[src/rtl/bus_pkg.sv]
// Shared definitions for the tri-state bus reader: FSM states, default
// sizing and the grant-index to active-low buffer-enable helper.
package bus_pkg;

    localparam int unsigned DEF_NUM_SRC = 4;
    localparam int unsigned DEF_WIDTH   = 32;

    // Widest enable vector the helper can produce; callers slice the low bits.
    localparam int unsigned MAX_SRC   = 32;
    localparam int unsigned MAX_SRC_W = 5;

    typedef enum logic [1:0] {
        IDLE  = 2'd0,
        DRIVE = 2'd1,
        TURN  = 2'd2
    } state_e;

    // All ones except a single 0 at idx: enables exactly one buffer.
    function automatic logic [MAX_SRC-1:0] idx_to_en_n(input logic [MAX_SRC_W-1:0] idx);
        logic [MAX_SRC-1:0] v;
        v      = '1;
        v[idx] = 1'b0;
        return v;
    endfunction

endpackage

[src/rtl/tristate_bus_reader_rr_pick.sv]
// Round-robin winner selection (combinational).
// Ports:
//   req     - level request per source
//   last    - index of the most recent grant
//   grant   - first requesting index searching upward from last+1, wrapping
//   any_req - at least one request is pending
module rr_pick #(
    parameter int unsigned NUM_SRC = 4,
    parameter int unsigned SRC_W   = $clog2(NUM_SRC)
) (
    input  logic [NUM_SRC-1:0] req,
    input  logic [SRC_W-1:0]   last,
    output logic [SRC_W-1:0]   grant,
    output logic               any_req
);

    // Scan from the farthest offset down so the nearest requester wins.
    always_comb begin
        grant   = '0;
        any_req = |req;
        for (int off = int'(NUM_SRC); off >= 1; off--) begin
            int idx;
            idx = (int'(last) + off) % int'(NUM_SRC);
            if (req[idx[SRC_W-1:0]]) begin
                grant = SRC_W'(idx);
            end
        end
    end

endmodule

[src/rtl/tristate_bus_reader.sv]
// Controller and receiver for a shared tri-state bus with NUM_SRC drivers.
// Grants one requester at a time (round-robin), enables only its buffer for
// one cycle, inserts an idle turnaround cycle, and captures the bus value.
// Ports:
//   clk, rst_n - clock, asynchronous active-low reset
//   req        - per-source level request
//   drv_en_n   - per-buffer active-low output enable (registered)
//   bus_in     - resolved bus value
//   rd_data    - captured bus value
//   rd_valid   - one-cycle pulse qualifying rd_data / rd_src
//   rd_src     - source index that produced rd_data
//   busy       - controller is not idle
module tristate_bus_reader
    import bus_pkg::*;
#(
    parameter  int unsigned NUM_SRC = DEF_NUM_SRC,
    parameter  int unsigned WIDTH   = DEF_WIDTH,
    localparam int unsigned SRC_W   = $clog2(NUM_SRC)
) (
    input  logic               clk,
    input  logic               rst_n,
    input  logic [NUM_SRC-1:0] req,
    output logic [NUM_SRC-1:0] drv_en_n,
    input  logic [WIDTH-1:0]   bus_in,
    output logic [WIDTH-1:0]   rd_data,
    output logic               rd_valid,
    output logic [SRC_W-1:0]   rd_src,
    output logic               busy
);

    state_e             state, state_nxt;
    logic [SRC_W-1:0]   last, last_nxt;
    logic [SRC_W-1:0]   grant, grant_nxt;
    logic [NUM_SRC-1:0] drv_en_n_nxt;
    logic [WIDTH-1:0]   rd_data_nxt;
    logic               rd_valid_nxt;
    logic [SRC_W-1:0]   rd_src_nxt;
    logic               busy_nxt;

    logic [SRC_W-1:0]   pick;
    logic               any_req;
    logic [MAX_SRC-1:0] pick_en_n;

    rr_pick #(
        .NUM_SRC (NUM_SRC),
        .SRC_W   (SRC_W)
    ) u_rr_pick (
        .req     (req),
        .last    (last),
        .grant   (pick),
        .any_req (any_req)
    );

    assign pick_en_n = idx_to_en_n(MAX_SRC_W'(pick));

    // State and output registers.
    always_ff @(posedge clk or negedge rst_n) begin
        if (!rst_n) begin
            state    <= IDLE;
            last     <= SRC_W'(NUM_SRC - 1);
            grant    <= '0;
            drv_en_n <= '1;
            rd_data  <= '0;
            rd_valid <= 1'b0;
            rd_src   <= '0;
            busy     <= 1'b0;
        end else begin
            state    <= state_nxt;
            last     <= last_nxt;
            grant    <= grant_nxt;
            drv_en_n <= drv_en_n_nxt;
            rd_data  <= rd_data_nxt;
            rd_valid <= rd_valid_nxt;
            rd_src   <= rd_src_nxt;
            busy     <= busy_nxt;
        end
    end

    // Next-state and next-output logic.
    always_comb begin
        state_nxt    = IDLE;
        last_nxt     = last;
        grant_nxt    = grant;
        drv_en_n_nxt = '1;
        rd_data_nxt  = rd_data;
        rd_valid_nxt = 1'b0;
        rd_src_nxt   = rd_src;

        unique case (state)
            // IDLE and TURN both leave the bus released and may start a grant.
            IDLE, TURN: begin
                if (any_req) begin
                    state_nxt    = DRIVE;
                    grant_nxt    = pick;
                    last_nxt     = pick;
                    drv_en_n_nxt = pick_en_n[NUM_SRC-1:0];
                end
            end
            // Single drive cycle; completes regardless of req[grant].
            DRIVE: begin
                state_nxt    = TURN;
                rd_data_nxt  = bus_in;
                rd_src_nxt   = grant;
                rd_valid_nxt = 1'b1;
            end
            default: begin
                state_nxt = IDLE;
            end
        endcase

        busy_nxt = (state_nxt != IDLE);
    end

endmodule

[config.mk]
export PLATFORM = sky130hd
export DESIGN_NAME = tristate_bus_reader
export DESIGN_NICKNAME = d
export VERILOG_FILES = /design/src/rtl/bus_pkg.sv /design/src/rtl/tristate_bus_reader_rr_pick.sv /design/src/rtl/tristate_bus_reader.sv
export SDC_FILE = /design/constraint.sdc
export NUM_CORES = 1
export LEC_CHECK = 0
export ABC_AREA = 1
export ABC_CLOCK_PERIOD_IN_PS = 2250
export CAP_MARGIN = 15
export CORE_UTILIZATION = 45
export DETAILED_ROUTE_END_ITERATION = 8
export GPL_TIMING_DRIVEN = 0
export PLACE_DENSITY = 0.84
export SLEW_MARGIN = 5
export SYNTH_ARGS = -nofsm -noshare
export SYNTH_HDL_FRONTEND = slang
export SYNTH_SLANG_ARGS = --single-unit
[constraint.sdc]
create_clock -name clk -period 2.25 [get_ports clk]
set_input_delay 0.45 -clock clk [delete_from_list [all_inputs] [get_ports clk]]
set_output_delay 0.45 -clock clk [all_outputs]
set_load 0.005 [all_outputs]
==> load_flow_metrics.sql <==
INSERT INTO impl_metrics (metric_group, metric, value, unit) VALUES
('power', 'internal_power', '2370', 'uW'),
('final_layout', 'ant_cells', '0', ''),
('place', 'numPlacedInstances', '348', ''),
('routing', 'drtAntennaViolNets', '0', ''),
('worst_hold_path', 'min_delay_path_depth', '2', ''),
('final_layout', 'ratio_of_cells_with_drive_above_1_in_the_final_layout', '0.130', ''),
('logic_synthesis', 'syn-instance-count', '220', ''),
('logic_synthesis', 'ys_seq_elements', '45', ''),
('clock_tree', 'cell_at_the_root_of_the_clock_tree', 'clkbuf_8', ''),
('logic_synthesis', 'yosys_most_used_dff', 'dfrtp_1', ''),
('power', 'power.sequential.fraction', '0.377', ''),
('worst_setup_path', 'critical-path-top-delay-family', 'flip-flops', ''),
('floorplanning', 'die_width', '66.6', 'um'),
('global_routing', 'grt_start_max_net_pins', '37', ''),
('logic_synthesis', 'ys_async_sr_fraction', '1.00', ''),
('routing', 'dr_vias', '1615', ''),
('clock_tree', 'cts.repair.resized', '0', ''),
('floorplanning', 'fp.coreArea', '4000', 'um^2'),
('logic_synthesis', 'post-synth-top-area-fraction', '0.520', ''),
('worst_setup_path', 'critPathArrivalTime', '1.30', 'ns'),
('worst_setup_path', 'crit_buf_inv', '1', ''),
('logic_synthesis', 'dominant_combinational_cell_family_by_area_after_synthesis', 'simple AND/OR/NAND/NOR gates', ''),
('logic_synthesis', 'synth.area.mux_share', '0', ''),
('sta', 'timing.final.crit_period', '1.75', 'ns'),
('routing', 'first_iter_violations', '77', ''),
('floorplanning', 'initial_core_utilization', '0.469', ''),
('worst_setup_path', 'path_depth', '1', ''),
('clock_tree', 'cts.htree.levels', '2', ''),
('worst_setup_path', 'worst_path_max_delay_cell', 'dfstp_2', ''),
('logic_synthesis', 'synthDistinctLibCells', '18', ''),
('power', 'share_comb_of_total_power', '0.453', ''),
('power', 'clock_power_share', '0.170', ''),
('final_layout', 'finalCoreUtilization', '0.711', ''),
('global_routing', 'grt_antenna_before_repair', '0', ''),
('clock_tree', 'cts_made_buffers', '5', ''),
('logic_synthesis', 'post-synth-top-count-cell', 'nand2_1', ''),
('sta', 'slew-limit-headroom', '0.711', ''),
('global_routing', 'groute.usage.overall', '0.205', ''),
('run_status', 'status', 'completed', ''),
('clock_tree', 'post_cts_hold_buffer_count', '1', ''),
('global_routing', 'grt_pass1_vias', '1566', ''),
('logic_synthesis', 'synth_edf_count', '0', ''),
('routing', 'routed_wl', '4120', 'um'),
('place', 'gp_routability_congestion', '0.906', ''),
('clock_tree', 'tritoncts', 'built', ''),
('worst_setup_path', 'worst_path_largest_cell_delay', '0.53', 'ns'),
('worst_setup_path', 'critical_path_class', 'flip-flop to output pin', ''),
('sta', 'setup_viol_count_final', '0', ''),
('sta', 'finClkSkew', '0.00877', 'ns'),
('logic_synthesis', 'synthXorXnorAreaFrac', '0', ''),
('logic_synthesis', 'syn_area_per_cell', '8.53', 'um^2'),
('logic_synthesis', 'synth_top_cells_by_area', 'dfrtp_1 52%, nand2_1 25%, dfstp_2 8.4%, nand2_2 5.0%, inv_1 2.0%', ''),
('power', 'power.leakage', '0.00143', 'uW'),
('place', 'dpl.hpwl', '2960', 'um'),
('sta', 'fmax', '571', 'MHz'),
('final_layout', 'stdcell_area', '2850', 'um^2'),
('sta', 'report.final.hold_viol_count', '0', ''),
('worst_setup_path', 'worst-r2r-cell-count', '12', ''),
('power', 'switchingPower', '1240', 'uW'),
('clock_tree', 'clk_latency', '0.30', 'ns'),
('sta', 'drv_slew', '0', ''),
('global_routing', 'globalRouteOverflowTotal', '0', ''),
('global_routing', 'grt_first_pass_wirelength', '6670', 'um'),
('clock_tree', 'clock_path_buffers', '2', ''),
('final_layout', 'fin_nets', '344', ''),
('clock_tree', 'path_clk_slew', '0.09', 'ns'),
('power', 'power.density_cell_area', '1270', 'nW/um^2'),
('worst_hold_path', 'worst_hold_path_type', 'flip-flop to flip-flop', ''),
('final_layout', 'finish.cell_count_without_fillers', '357', ''),
('logic_synthesis', 'synth_largest_area_cell', 'dfrtp_1', ''),
('logic_synthesis', 'synth-warning-count', '0', '');
==> routing by layer <==
layer,GRT usage,up-vias,wire length [um]
li1,-,835,-
met1,0.231,717,1650
met2,0.345,53,2130
met3,0.0582,10,249
met4,0.112,0,97
met5,0,-,0
==> layout make-up <==
class,count,area [um^2]
clock buffers,6,72.6
plain buffers,7,37.5
flip-flops and latches,45,1130
well taps,50,62.6
inverters,14,60.1
fillers,313,1150
repair buffers,79,796
multi-input cells,154,644
clock inverters,2,38.8
==> state kept, by name (all words and copies together), names as in the netlist <==
signal and flops:
rd_data 32, drv_en_n 4, grant 2, last 2, rd_src 2, busy 1
rd_valid 1, state 1
==> metrics by stage <==
stage | worst slack [ns] | power, uW | hold slack, ns | setup TNS (ns)
2_1_floorplan | 0.891 | 2130 | 0.154 | 0
3_3_place_gp | -0.428 | 2940 | 0.452 | -16.63
3_5_place_dp | 0.423 | 3000 | 0.329 | 0
4_1_cts | 0.485 | 3630 | 0.479 | 0
5_1_grt | 0.449 | 3880 | 0.502 | 0
6_report | 0.498 | 3600 | 0.474 | 0
==> cells in the final DEF, fill, tap and decap left out, types with 2 or more instances in the layout <==
cell type        netlist  layout
nand2_1              123     123
clkdlybuf4s50_1        0      76
dfrtp_1               39      39
nand2_2               15      15
inv_1                 10      10
nand3_1                6       6
dfstp_2                6       6
clkbuf_8               0       5
buf_2                  3       4
clkbuf_1               3       4
inv_2                  3       3
o21ai_0                3       3
nand4_1                2       2
==> final timing paths <==
kind	start	slack, ns	end
worst max-delay path	drv_en_n[3]	0.50	drv_en_n[3]
worst min-delay path	rd_data[5]	0.47	rd_data[5]
worst max register to register	last[0]	0.76	grant[0]
worst min register to register	rd_data[5]	0.47	rd_data[5]
max in group asynchronous	rst_n	1.17	last[0]
min in group asynchronous	rst_n	0.55	rd_data[30]
==> power by group through the flow <==
stage	Sequential, uW	Clock [uW]	Combinational [uW]
after floorplan	1390	0	748
after global placement	1360	0	1580
after detailed placement	1370	0	1630
after CTS	1360	623	1650
after global routing	1410	652	1820
final	1360	611	1630
==> cells by family (layout without fill, tap and decap cells) <==
| kind of cell | after synthesis | after routing |
|---|---|---|
| buf+inv | 21 | 108 |
| flops | 45 | 45 |
| compound gates | 4 | 4 |
| simple gates | 150 | 150 |
Power figures use the tool's default switching activity.
